===== src/rtl/uart_fifo_cmd_ctrl.sv =====
`default_nettype none
// ============================================================================
// Module      : uart_fifo_cmd_ctrl
// Description : Single-byte ASCII command sequencer between a UART and a byte
//               FIFO. Decodes W/R/C/D commands, issues push/pop strobes,
//               tracks FIFO occupancy and serialises response bytes.
// Revision    : 1.0 - initial release
// ============================================================================
module uart_fifo_cmd_ctrl #(
  parameter int         DEPTH    = 16,
  parameter int         CNT_W    = 8,
  parameter int         TIMEOUT  = 1000000,
  parameter logic [7:0] NAK_BYTE = 8'h15,
  parameter logic [7:0] ACK_BYTE = 8'h06
) (
  input  logic             clk,
  input  logic             rst_n,
  input  logic             i_rx_valid,
  input  logic [7:0]       i_rx_data,
  input  logic             i_tx_busy,
  output logic             o_tx_start,
  output logic [7:0]       o_tx_data,
  output logic             o_fifo_wr_en,
  output logic [7:0]       o_fifo_wr_data,
  output logic             o_fifo_rd_en,
  input  logic [7:0]       i_fifo_rd_data,
  output logic [CNT_W-1:0] o_fifo_count,
  output logic             o_fifo_full,
  output logic             o_fifo_empty,
  output logic             o_cmd_err
);

  localparam logic [7:0] C_CMD_W = 8'h57;
  localparam logic [7:0] C_CMD_R = 8'h52;
  localparam logic [7:0] C_CMD_C = 8'h43;
  localparam logic [7:0] C_CMD_D = 8'h44;

  localparam int                 C_TMO_W    = $clog2(TIMEOUT + 1);
  localparam logic [C_TMO_W-1:0] C_TMO_LAST = C_TMO_W'(TIMEOUT - 1);
  localparam logic [CNT_W-1:0]   C_DEPTH    = CNT_W'(DEPTH);

  typedef enum logic [2:0] {
    S_IDLE       = 3'd0,
    S_GET_DATA   = 3'd1,
    S_POP_RD     = 3'd2,
    S_POP_CAP    = 3'd3,
    S_SEND       = 3'd4,
    S_SEND_GUARD = 3'd5,
    S_SEND_WAIT  = 3'd6
  } state_t;

  state_t             r_state;
  state_t             w_state_nxt;

  logic               r_wr_en;
  logic [7:0]         r_wr_data;
  logic               r_rd_en;
  logic [7:0]         r_tx_data;
  logic               r_cmd_err;
  logic               r_drain;
  logic [C_TMO_W-1:0] r_tmo;
  logic [CNT_W-1:0]   r_count;
  logic               r_full;
  logic               r_empty;

  logic               w_push;
  logic               w_pop;
  logic               w_err;
  logic               w_tx_start;
  logic [7:0]         w_tx_nxt;
  logic               w_drain_nxt;
  logic [C_TMO_W-1:0] w_tmo_nxt;
  logic [CNT_W-1:0]   w_count_nxt;
  logic [7:0]         w_count8;

  // Occupancy as a byte: zero-extend narrow counters, truncate wide ones.
  generate
    if (CNT_W >= 8) begin : g_cnt8_trunc
      assign w_count8 = r_count[7:0];
    end else begin : g_cnt8_ext
      assign w_count8 = {{(8 - CNT_W){1'b0}}, r_count};
    end
  endgenerate

  // Push and pop are mutually exclusive, and each is gated by full/empty.
  assign w_count_nxt = w_push ? (r_count + CNT_W'(1)) :
                       w_pop  ? (r_count - CNT_W'(1)) : r_count;

  // Next-state, strobe and response-byte decode.
  always_comb begin
    w_state_nxt = r_state;
    w_push      = 1'b0;
    w_pop       = 1'b0;
    w_err       = 1'b0;
    w_tx_start  = 1'b0;
    w_tx_nxt    = r_tx_data;
    w_drain_nxt = r_drain;
    w_tmo_nxt   = r_tmo;

    case (r_state)
      S_IDLE: begin
        if (i_rx_valid) begin
          case (i_rx_data)
            C_CMD_W: begin
              // Count the 'W' cycle itself so the timeout fires TIMEOUT clocks later.
              w_tmo_nxt   = C_TMO_W'(1);
              w_state_nxt = S_GET_DATA;
            end
            C_CMD_R: begin
              if (r_empty) begin
                w_tx_nxt    = NAK_BYTE;
                w_state_nxt = S_SEND;
              end else begin
                w_pop       = 1'b1;
                w_state_nxt = S_POP_RD;
              end
            end
            C_CMD_C: begin
              w_tx_nxt    = w_count8;
              w_state_nxt = S_SEND;
            end
            C_CMD_D: begin
              w_tx_nxt    = w_count8;
              w_drain_nxt = 1'b1;
              w_state_nxt = S_SEND;
            end
            default: begin
              w_err       = 1'b1;
              w_tx_nxt    = NAK_BYTE;
              w_state_nxt = S_SEND;
            end
          endcase
        end
      end

      S_GET_DATA: begin
        if (i_rx_valid) begin
          if (!r_full) begin
            w_push   = 1'b1;
            w_tx_nxt = ACK_BYTE;
          end else begin
            w_tx_nxt = NAK_BYTE;
          end
          w_state_nxt = S_SEND;
        end else if (r_tmo >= C_TMO_LAST) begin
          w_err       = 1'b1;
          w_tx_nxt    = NAK_BYTE;
          w_state_nxt = S_SEND;
        end else begin
          w_tmo_nxt = r_tmo + C_TMO_W'(1);
        end
      end

      // Pop strobe is on the wire this cycle; FIFO data arrives next cycle.
      S_POP_RD: w_state_nxt = S_POP_CAP;

      S_POP_CAP: begin
        w_tx_nxt    = i_fifo_rd_data;
        w_state_nxt = S_SEND;
      end

      S_SEND: begin
        if (!i_tx_busy) begin
          w_tx_start  = 1'b1;
          w_state_nxt = S_SEND_GUARD;
        end
      end

      // Transmitter raises busy one cycle after start; ignore it meanwhile.
      S_SEND_GUARD: w_state_nxt = S_SEND_WAIT;

      S_SEND_WAIT: begin
        if (!i_tx_busy) begin
          if (r_drain && !r_empty) begin
            w_pop       = 1'b1;
            w_state_nxt = S_POP_RD;
          end else begin
            w_drain_nxt = 1'b0;
            w_state_nxt = S_IDLE;
          end
        end
      end

      default: w_state_nxt = S_IDLE;
    endcase

    // A byte that arrives while popping or sending cannot be serviced.
    if (i_rx_valid && (r_state != S_IDLE) && (r_state != S_GET_DATA)) begin
      w_err = 1'b1;
    end
  end

  // State register.
  always_ff @(posedge clk or negedge rst_n) begin
    if (!rst_n) begin
      r_state <= S_IDLE;
    end else begin
      r_state <= w_state_nxt;
    end
  end

  // Registered strobes, response byte, timeout and occupancy tracking.
  always_ff @(posedge clk or negedge rst_n) begin
    if (!rst_n) begin
      r_wr_en   <= 1'b0;
      r_wr_data <= 8'h00;
      r_rd_en   <= 1'b0;
      r_tx_data <= 8'h00;
      r_cmd_err <= 1'b0;
      r_drain   <= 1'b0;
      r_tmo     <= '0;
      r_count   <= '0;
      r_full    <= 1'b0;
      r_empty   <= 1'b1;
    end else begin
      r_wr_en   <= w_push;
      if (w_push) begin
        r_wr_data <= i_rx_data;
      end
      r_rd_en   <= w_pop;
      r_tx_data <= w_tx_nxt;
      r_cmd_err <= w_err;
      r_drain   <= w_drain_nxt;
      r_tmo     <= w_tmo_nxt;
      r_count   <= w_count_nxt;
      r_full    <= (w_count_nxt == C_DEPTH);
      r_empty   <= (w_count_nxt == '0);
    end
  end

  assign o_tx_start     = w_tx_start;
  assign o_tx_data      = r_tx_data;
  assign o_fifo_wr_en   = r_wr_en;
  assign o_fifo_wr_data = r_wr_data;
  assign o_fifo_rd_en   = r_rd_en;
  assign o_fifo_count   = r_count;
  assign o_fifo_full    = r_full;
  assign o_fifo_empty   = r_empty;
  assign o_cmd_err      = r_cmd_err;

endmodule
`default_nettype wire


===== config.mk =====
export PLATFORM = sky130hd
export DESIGN_NAME = uart_fifo_cmd_ctrl
export DESIGN_NICKNAME = d
export VERILOG_FILES = /design/src/rtl/uart_fifo_cmd_ctrl.sv
export SDC_FILE = /design/constraint.sdc
export NUM_CORES = 1
export LEC_CHECK = 0
export ABC_AREA = 0
export BUFFER_PORTS_ARGS = -buffer_cell sky130_fd_sc_hd__buf_2
export CORE_MARGIN = 4
export CORE_UTILIZATION = 50
export CTS_CLUSTER_DIAMETER = 40
export DETAILED_ROUTE_END_ITERATION = 7
export PLACE_DENSITY = 0.72
export SYNTH_ARGS = -nofsm -noshare
export SYNTH_HDL_FRONTEND = slang
export SYNTH_SLANG_ARGS = --single-unit

===== constraint.sdc =====
create_clock -name clk -period 4.56 [get_ports clk]
set_input_delay 0.456 -clock clk [delete_from_list [all_inputs] [get_ports clk]]
set_output_delay 0.456 -clock clk [all_outputs]
set_load 0.01 [all_outputs]

==> run metrics, run 1 <==
run status=finished clean; number of buffers added for setup after CTS=0; Worst-Skew Late Latency=0.30 ns; post-cts repair resize count=0; I/O pin count=50; GRT Resource Usage Total=18.79%; portion of total power attributed to sequential cells=44.8%; CTS Buf Count=5; biggest area consumer among synthesized cells=sky130_fd_sc_hd__dfrtp_1; final wirelength=6.357 mm; floorplan core area=5540 µm²; Inst Count DP=430; capturing point of the worst reg2reg path=o_fifo_full; maximum buffer depth of the clock tree=2; synth-to-layout area growth=14.47%; peak supply drop=0.2551 mV; area share of the leading cell type in the synthesized netlist=45.20%; initial standard-cell utilization of the core=51.96%; number of nets with antenna violations after detailed routing=0; clock tree skew after final layout=0.009698 ns; total area of multi-input combinational cells=1438 µm²; Net Count, Synth=347; largest net degree at the start of global routing=54; number of instances in the synthesized netlist=324; Filler cells=526; standby leakage power=1.545 nW; actual transition at the worst max-transition pin=1.221 ns; number of clock sinks=53; share of synthesized flip-flops with an asynchronous set or reset=100.0%; Distinct cells, synth=53; grt ovf=0; setup TNS after final layout=0 ns; unrepaired setup endpoints after global routing=false; instance area at placement=3162 µm²; final number of hold-violating endpoints=0; startpoint of the worst-slack reg-to-reg timing path=r_state[1]; routability-driven placement congestion ratio=0.8529; relative max-transition margin=18.23%; Via Count=2442; standard-cell rows=27; flip-flop and latch area=1328 µm²; crit path DAT=3.03 ns; biggest fanout along the worst timing path=17; CTS tree=built; Final Critical Period=2.811 ns; number of port buffers=49; fraction of layout instances using a drive strength above 1=19.95%; vias in the first global route=2325; worst setup path class=reg -> reg; fraction of the cycle the final worst path needs=61.64%; cell area after technology mapping=2879 µm²; Synth Warn #=0; Via-to-Cell Ratio=5.575; data required time of the worst path=4.78 ns; fraction of power spent switching nets=37.33%; main flop type after synthesis=sky130_fd_sc_hd__dfrtp_1; Chip Height=83.88 µm; total half-perimeter wirelength after legalization and detailed placement=4.482 mm; count of endpoints failing setup in the final report=0; relative contribution of combinational cells to total power=33.3%; First-pass DRT Iterations=4; wire length per cell=14.51 µm; max-slew violation count=0; most area-consuming cells after synthesis=sky130_fd_sc_hd__dfrtp_1 45%, sky130_fd_sc_hd__nand2_1 6.4%, sky130_fd_sc_hd__o21ai_0 4.3%; kind of start point of the critical path=flip-flop; clock-pin transition on the worst setup and hold timing paths=0.10 ns; hold buffer count at cts=0; clock share of power=21.8%; Avg Cell Area, Syn=8.886 µm²; total of max-cap violations=0; fin area=3296 µm²; full die area=7036 µm²; ANT cells=0; Die Width=83.88 µm; sum of internal, switching and leakage power=1.708 mW; Max Freq=355.8 MHz; antenna violations before repair=0; Setup Slack @ Placement=1.694 ns; sequential element share of the synthesized area=46.11%; final hold slack=0.2694 ns; wire length of the first global-routing pass=11.12 mm; DRC violations left=0; Final Util=59.49%; EDFF count, synth=0; register-to-register setup slack=1.75 ns; capturing element type of the critical path=flip-flop; P_int=1.070 mW; Reg2Reg Depth=7; number of storage elements in the synthesis netlist=53; crit path setup slack, layout=1.749 ns; starting DRC count in detailed routing=155; clock root cell=sky130_fd_sc_hd__clkbuf_8; Psw=637.6 µW; number of levels the H-tree was split into=2; source of the critical timing path=r_state[1]; Pwr per Cell Area=518.3 nW/µm²; final layout net count=388; class of the tightest hold or removal check=in -> async; number of standard cells in the final layout excluding fillers=438
## worst max-delay path: stages (launching register included)
cell                      delay (ns)
sky130_fd_sc_hd__dfrtp_1        0.55
sky130_fd_sc_hd__or2_4          0.34
sky130_fd_sc_hd__or3_4          0.46
sky130_fd_sc_hd__nor2_1         0.26
sky130_fd_sc_hd__a32oi_2        0.15
sky130_fd_sc_hd__xnor2_1        0.17
sky130_fd_sc_hd__or4b_4         0.55
sky130_fd_sc_hd__nor4b_2        0.25
## metal layers
layer  routed length (µm)  track usage, %
met5                    0               0
met4                   44           4.386
met1                 3078           27.82
met2                 2943           28.78
met3                  290           3.159
## cell families after synthesis
logic type	share of synthesized area, %
adder cells (fa/ha/maj)	1.304
flip-flops	46.11
buffers and inverters	4.172
XOR/XNOR	6.388
AO/OA/AOI/OAI	14.34
AND/OR/NAND/NOR	27.34
multiplexers	0.3477
## Yosys cell counts (2+ instances only)
cell type and count:
sky130_fd_sc_hd__dfrtp_1 52, sky130_fd_sc_hd__nand2_1 49, sky130_fd_sc_hd__nor2_1 31, sky130_fd_sc_hd__o21ai_0 25
sky130_fd_sc_hd__a21oi_1 16, sky130_fd_sc_hd__clkbuf_1 13, sky130_fd_sc_hd__nand3_1 12, sky130_fd_sc_hd__xnor2_1 11
sky130_fd_sc_hd__and3_1 10, sky130_fd_sc_hd__xor2_1 10, sky130_fd_sc_hd__nor3_1 9, sky130_fd_sc_hd__inv_1 8
sky130_fd_sc_hd__nor2b_1 8, sky130_fd_sc_hd__or3_1 8, sky130_fd_sc_hd__a22oi_1 5, sky130_fd_sc_hd__nand4_1 5
sky130_fd_sc_hd__o211ai_1 4, sky130_fd_sc_hd__ha_1 3, sky130_fd_sc_hd__nor4_1 3, sky130_fd_sc_hd__or4_1 3
sky130_fd_sc_hd__a211oi_1 2, sky130_fd_sc_hd__a41oi_1 2, sky130_fd_sc_hd__buf_2 2, sky130_fd_sc_hd__nand2b_1 2
sky130_fd_sc_hd__o22ai_1 2, sky130_fd_sc_hd__or2_2 2
## power by group through the flow
stage	registers, mW	clock network, mW	logic (mW)
floorplan	0.763	0	0.373
global placement	0.772	0	0.562
detailed placement	0.774	0	0.573
CTS	0.765	0.383	0.578
global route	0.794	0.401	0.645
finish	0.766	0.373	0.570
## state kept, by name (all words and copies together), names as in the netlist
register,cells
o_cmd_err,1
r_state,3
r_tmo,20
o_fifo_empty,1
o_fifo_wr_en,1
o_tx_data,8
o_fifo_wr_data,8
r_drain,1
o_fifo_count,8
o_fifo_rd_en,1
o_fifo_full,1
## cell type report
type | count | area share [%]
clock buffer | 5 | 2.088
clock inverter | 3 | 1.974
inverter | 9 | 1.177
multi-input combinational | 244 | 43.62
sequential | 53 | 40.28
tap | 72 | 2.733
timing repair buffer | 52 | 8.125
## cell usage in the layout (no fill, tap or decap), types with 2 or more instances in the layout
master                       n
sky130_fd_sc_hd__xor2_1     10
sky130_fd_sc_hd__clkbuf_8    5
sky130_fd_sc_hd__nor3_1      9
sky130_fd_sc_hd__nor2_1     31
sky130_fd_sc_hd__nand4_1     5
sky130_fd_sc_hd__ha_1        3
sky130_fd_sc_hd__a211oi_1    2
sky130_fd_sc_hd__nand3_1    12
sky130_fd_sc_hd__o21ai_0    25
sky130_fd_sc_hd__dfrtp_1    52
sky130_fd_sc_hd__nand2_1    49
sky130_fd_sc_hd__o211ai_1    4
sky130_fd_sc_hd__and3_1     10
sky130_fd_sc_hd__or3_1       8
sky130_fd_sc_hd__bufinv_16   2
sky130_fd_sc_hd__nor4_1      2
sky130_fd_sc_hd__nand2b_1    2
sky130_fd_sc_hd__buf_4       3
sky130_fd_sc_hd__or4_1       3
sky130_fd_sc_hd__buf_2      49
sky130_fd_sc_hd__or2_2       2
sky130_fd_sc_hd__inv_1       8
sky130_fd_sc_hd__a22oi_1     5
sky130_fd_sc_hd__o22ai_1     2
sky130_fd_sc_hd__a21oi_1    16
sky130_fd_sc_hd__xnor2_1    11
sky130_fd_sc_hd__nor2b_1     8
sky130_fd_sc_hd__a41oi_1     2
## how the worst max path moves through the flow
stage                    to  slack [ns]  cells after the start
2_1_floorplan   o_fifo_full        1.96                      9
3_3_place_gp    o_fifo_full        1.72                      9
3_5_place_dp    o_fifo_full        1.69                      9
4_1_cts         o_fifo_full        1.75                      7
5_1_grt        o_fifo_empty        1.61                      7
6_report        o_fifo_full        1.75                      7
No activity file was read; power rests on OpenSTA's default activity.
==> run 2: changes to the inputs <==
--- a/config.mk
+++ b/config.mk
@@ -11,7 +11,7 @@
 export CORE_UTILIZATION = 50
 export CTS_CLUSTER_DIAMETER = 40
 export DETAILED_ROUTE_END_ITERATION = 7
-export PLACE_DENSITY = 0.72
+export PLACE_DENSITY = 0.75
 export SYNTH_ARGS = -nofsm -noshare
 export SYNTH_HDL_FRONTEND = slang
 export SYNTH_SLANG_ARGS = --single-unit
==> constraint.sdc (replaced) <==
create_clock -name clk -period 2.3 [get_ports clk]
set_input_delay 0.23 -clock clk [delete_from_list [all_inputs] [get_ports clk]]
set_output_delay 0.23 -clock clk [all_outputs]
set_load 0.01 [all_outputs]
==> run metrics, run 2 (synthesis results as in run 1) <==
run status=complete, but fails checks; violations in the final reports=negative setup slack; max-slew violation count=0 (unchanged); crit path DAT=2.57 ns (-0.46 ns); number of levels the H-tree was split into=2 (unchanged); vias in the first global route=2464 (+6.0%); antenna violations before repair=0 (unchanged); number of clock sinks=53 (unchanged); full die area=7036 µm² (unchanged); CTS Buf Count=5 (unchanged); starting DRC count in detailed routing=165 (+6.5%); Pwr per Cell Area=1006 nW/µm² (+94%); leading cell type in the layout, fill and taps excluded=sky130_fd_sc_hd__dfrtp_1; actual transition at the worst max-transition pin=0.6508 ns (-0.5702 ns); standard-cell rows=27 (unchanged); clock-pin transition on the worst setup and hold timing paths=0.10 ns (about the same); clock root cell=sky130_fd_sc_hd__clkbuf_8; DRC violations left=0 (unchanged); relative max-transition margin=56.62% (+38 points); wire length of the first global-routing pass=11.57 mm (+4.1%); Max Freq=426.1 MHz (+20%); kind of start point of the critical path=flip-flop; total of max-cap violations=0 (unchanged); unrepaired setup endpoints after global routing=true; number of port buffers=49 (unchanged); Via Count=2617 (+7.2%); fraction of the cycle the final worst path needs=102.0% (+40 points); final wirelength=7.026 mm (+11%); Worst-Skew Late Latency=0.31 ns (about the same); class of the tightest hold or removal check=in -> async; count of endpoints failing setup in the final report=2 (+2); biggest fanout along the worst timing path=5 (-12); capturing element type of the critical path=flip-flop; final layout net count=415 (+7.0%); data required time of the worst path=2.52 ns (-2.26 ns); floorplan core area=5540 µm² (unchanged); Via-to-Cell Ratio=5.628 (+0.94%); Reg2Reg Depth=7 (unchanged); ANT cells=0 (unchanged); clock tree skew after final layout=0.009903 ns (+0.0002051 ns); routability-driven placement congestion ratio=0.8847 (+3.7%); largest net degree at the start of global routing=54 (unchanged); final number of hold-violating endpoints=0 (unchanged); Final Critical Period=2.347 ns (-0.4641 ns); flip-flop count of the largest register, all copies and words added=20 (unchanged); grt ovf=0 (unchanged); initial standard-cell utilization of the core=51.96% (unchanged); hold buffer count at cts=0 (unchanged); Die Width=83.88 µm (unchanged); peak supply drop=0.4753 mV (+86%); register-to-register setup slack=-0.05 ns (-1.80 ns); number of nets with antenna violations after detailed routing=0 (unchanged); Setup Slack @ Placement=-0.1243 ns (-1.818 ns); First-pass DRT Iterations=5 (+1); standby leakage power=1.682 nW (+8.8%); startpoint of the worst-slack reg-to-reg timing path=r_state[2]; wire length per cell=15.11 µm (+4.1%); final hold slack=0.02908 ns (-0.2403 ns); crit path setup slack, layout=-0.04672 ns (-1.796 ns); capturing point of the worst reg2reg path=o_fifo_empty; fraction of layout instances using a drive strength above 1=27.99% (+8.0 points); total half-perimeter wirelength after legalization and detailed placement=4.979 mm (+11%); worst setup path class=reg -> reg; maximum buffer depth of the clock tree=2 (unchanged); I/O pin count=50 (unchanged); commonest cells after routing, fill and taps aside=51 x sky130_fd_sc_hd__dfrtp_1, 49 x sky130_fd_sc_hd__nand2_1, 49 x sky130_fd_sc_hd__buf_2, 30 x sky130_fd_sc_hd__nor2_1, 30 x sky130_fd_sc_hd__buf_4; largest reg by FF count=r_tmo; Chip Height=83.88 µm (unchanged); GRT Resource Usage Total=19.85% (+1.1 points); synth-to-layout area growth=23.38%; CTS tree=built
[run 2: metrics by stage]
step           area, µm²  utilization (%)  TNS (ns)  std cells  total power [mW]
2_1_floorplan       2893                -  -0.03711        324             2.258
3_3_place_gp        3327            60.05   -0.1052        451             2.765
3_5_place_dp        3327            60.05   -0.2410        451             2.803
4_1_cts             3450            62.26  -0.02600        459             3.475
5_1_grt             3552            64.11   -0.4363        465             3.844
6_report            3552            64.11  -0.07761        465             3.574
[run 2: how the worst max path moves through the flow]
stage | start | endpoint
after CTS | r_tmo[0] | r_tmo[1]
after global placement | i_rx_data[3] | o_fifo_full
after global routing | r_state[2] | o_fifo_empty
final | r_state[2] | o_fifo_empty
after detailed placement | i_rx_data[3] | o_fifo_full
after floorplan | r_state[2] | o_fifo_full
[run 2: metal layers]
metal | routed length [µm] | share of wire, % | GRT usage (%)
met5 | 0 | 0 | 0
met4 | 70 | 1.0 | 4.971
met3 | 448 | 6.4 | 4.738
met2 | 3475 | 49 | 33.12
met1 | 3031 | 43 | 25.96
[run 2: what timing repair did]
action,4_1_cts,5_1_grt
setup endpoints to repair,3,14
pin swaps,0,3
buffers inserted,0,6
hold endpoints to repair,0,0
gates resized for setup,1,12
[run 2: report_power, final]
| part | total, mW | internal (mW) | leakage [nW] | switching [mW] |
|---|---|---|---|---|
| Clock | 0.661 | 0.355 | 0.0585 | 0.305 |
| Combinational | 1.45 | 0.641 | 0.945 | 0.809 |
| Sequential | 1.46 | 1.20 | 0.679 | 0.260 |
[run 2: cell type report]
type,instances,area [µm²]
tap,72,90.09
fill,457,1988
clock inverter,1,30.03
multi-input combinational,244,1508
timing repair buffer,79,470.5
sequential,53,1329
inverter,9,38.79
clock buffer,7,86.33
[run 2: critical path: stages, from the launching register on]
cell,delay [ns]
sky130_fd_sc_hd__dfrtp_1,0.42
sky130_fd_sc_hd__or2_4,0.27
sky130_fd_sc_hd__or3_4,0.38
sky130_fd_sc_hd__nor2_4,0.16
sky130_fd_sc_hd__a32oi_2,0.12
sky130_fd_sc_hd__xnor2_1,0.16
sky130_fd_sc_hd__or4b_4,0.53
sky130_fd_sc_hd__nor4_4,0.22
==> run 3: changes to the inputs <==
--- a/config.mk
+++ b/config.mk
@@ -11,6 +11,7 @@
 export CORE_UTILIZATION = 50
 export CTS_CLUSTER_DIAMETER = 40
 export DETAILED_ROUTE_END_ITERATION = 7
+export GPL_TIMING_DRIVEN = 0
 export PLACE_DENSITY = 0.75
 export SYNTH_ARGS = -nofsm -noshare
 export SYNTH_HDL_FRONTEND = slang
==> run metrics, run 3 (synthesis results as in run 1) <==
run status=complete, but fails checks; violations in the final reports=negative setup slack; Via Count=2582 (-1.3%); fin area=3501 µm² (-1.4%); flip-flop count of the largest register, all copies and words added=20 (unchanged); instance area at placement=3213 µm² (-3.4%); largest net degree at the start of global routing=54 (unchanged); clock tree skew after final layout=0.009765 ns (-0.0001378 ns); fraction of the cycle the final worst path needs=108.2% (+6.1 points); total half-perimeter wirelength after legalization and detailed placement=4.784 mm (-3.9%); kind of start point of the critical path=flip-flop; final wirelength=6.984 mm (-0.60%); ANT cells=0 (unchanged); number of levels the H-tree was split into=2 (unchanged); final hold slack=0.1390 ns (+0.1099 ns); total of max-cap violations=0 (unchanged); final layout net count=407 (-1.9%); class of the tightest hold or removal check=in -> reg; unrepaired setup endpoints after global routing=true; First-pass DRT Iterations=4 (-1); data required time of the worst path=2.50 ns (-0.02 ns); antenna violations before repair=0 (unchanged); Max Freq=401.9 MHz (-5.7%); number of nets with antenna violations after detailed routing=0 (unchanged); maximum buffer depth of the clock tree=2 (unchanged); starting DRC count in detailed routing=177 (+7.3%); commonest cells after routing, fill and taps aside=51 x sky130_fd_sc_hd__dfrtp_1, 49 x sky130_fd_sc_hd__nand2_1, 47 x sky130_fd_sc_hd__buf_2, 30 x sky130_fd_sc_hd__nor2_1, 23 x sky130_fd_sc_hd__o21ai_0; standard-cell rows=27 (unchanged); wire length of the first global-routing pass=11.73 mm (+1.4%); number of clock sinks=53 (unchanged); count of endpoints failing setup in the final report=2 (unchanged); peak supply drop=0.4899 mV (+3.1%); Filler cells=476 (+4.2%); full die area=7036 µm² (unchanged); Via-to-Cell Ratio=5.650 (+0.39%); capturing element type of the critical path=flip-flop; fraction of layout instances using a drive strength above 1=24.68% (-3.3 points); floorplan core area=5540 µm² (unchanged); Worst-Skew Late Latency=0.30 ns (about the same); routability-driven placement congestion ratio=0.8939 (+1.0%); worst setup path class=reg -> reg; total area of multi-input combinational cells=1543 µm² (+2.3%); register-to-register setup slack=-0.19 ns (-0.14 ns); leading cell type in the layout, fill and taps excluded=sky130_fd_sc_hd__dfrtp_1; CTS Buf Count=5 (unchanged); crit path DAT=2.69 ns (+0.12 ns); setup TNS after final layout=-0.3559 ns (-0.2783 ns); vias in the first global route=2475 (+0.45%); Pwr per Cell Area=1001 nW/µm² (-0.48%); synth-to-layout area growth=21.60%; clock-pin transition on the worst setup and hold timing paths=0.10 ns (about the same); wire length per cell=15.28 µm (+1.1%); biggest fanout along the worst timing path=5 (unchanged); standby leakage power=1.627 nW (-3.2%); crit path setup slack, layout=-0.1881 ns (-0.1414 ns); I/O pin count=50 (unchanged); Die Width=83.88 µm (unchanged); hold buffer count at cts=0 (unchanged); clock root cell=sky130_fd_sc_hd__clkbuf_8; CTS tree=built; DRC violations left=0 (unchanged); Final Critical Period=2.488 ns (+0.1414 ns); max-slew violation count=0 (unchanged); relative max-transition margin=22.12% (-35 points); actual transition at the worst max-transition pin=1.168 ns (+0.5175 ns); flip-flop and latch area=1329 µm² (unchanged); final number of hold-violating endpoints=0 (unchanged); grt ovf=0 (unchanged); Chip Height=83.88 µm (unchanged); number of port buffers=46 (-6.1%); GRT Resource Usage Total=20.07% (+0.22 points); Setup Slack @ Placement=-0.4426 ns (-0.3184 ns); largest reg by FF count=r_tmo; sum of internal, switching and leakage power=3.506 mW (-1.9%); initial standard-cell utilization of the core=51.96% (unchanged)
-- run 3: layout make-up --
type                    count  share of cell area, %
plain buffers              17                  2.680
clock buffers               7                  2.466
clock inverters             1                 0.8578
inverters                   9                  1.108
multi-input cells         244                  44.07
flip-flops and latches     53                  37.96
well taps                  72                  2.573
repair buffers             54                  8.292
-- run 3: stage by stage --
step,cells,utilization (%)
floorplan,324,-
global placement,442,57.99
detailed placement,442,57.99
CTS,455,61.54
global route,457,63.19
finish,457,63.19
-- run 3: final timing paths --
path	startpoint	to	cells past startpoint
max in group asynchronous	rst_n	r_state[1]	1
setup reg to reg	r_state[1]	o_fifo_full	8
setup / recovery	r_state[1]	o_fifo_full	8
min in group asynchronous	rst_n	r_state[1]	1
hold / removal	i_rx_data[6]	o_fifo_wr_data[6]	3
hold reg to reg	o_fifo_wr_data[4]	o_fifo_wr_data[4]	2
-- run 3: layer usage --
layer  track usage, %  part of all wire, %  wire length, µm  vias to the layer above
li1                 -                    -                -                     1259
met1            27.58                   45             3157                     1254
met2            32.54                   50             3465                       65
met3            4.146                  4.5              311                        4
met4            4.825                 0.72               50                        0
met5                0                    0                0                        -
-- run 3: where the power goes --
group | internal (mW) | total, mW | switching [mW]
clock network | 0.355 | 0.660 | 0.304
registers | 1.20 | 1.42 | 0.216
logic | 0.587 | 1.43 | 0.839
total | 2.15 | 3.51 | 1.36
-- run 3: what timing repair did --
action	CTS	global route
resized for setup	10	23
buffers inserted	5	3
endpoints found under the setup margin	26	25
pin swaps	1	2
-- run 3: worst max-delay path, stage by stage (launching register included) --
cell and delay [ns]:
sky130_fd_sc_hd__dfrtp_2 0.42, sky130_fd_sc_hd__or2_4 0.28, sky130_fd_sc_hd__or3_4 0.37, sky130_fd_sc_hd__buf_8 0.14, sky130_fd_sc_hd__nor2_4 0.11, sky130_fd_sc_hd__a32oi_2 0.14
sky130_fd_sc_hd__xnor2_2 0.17, sky130_fd_sc_hd__or4b_4 0.52, sky130_fd_sc_hd__nor4b_2 0.23
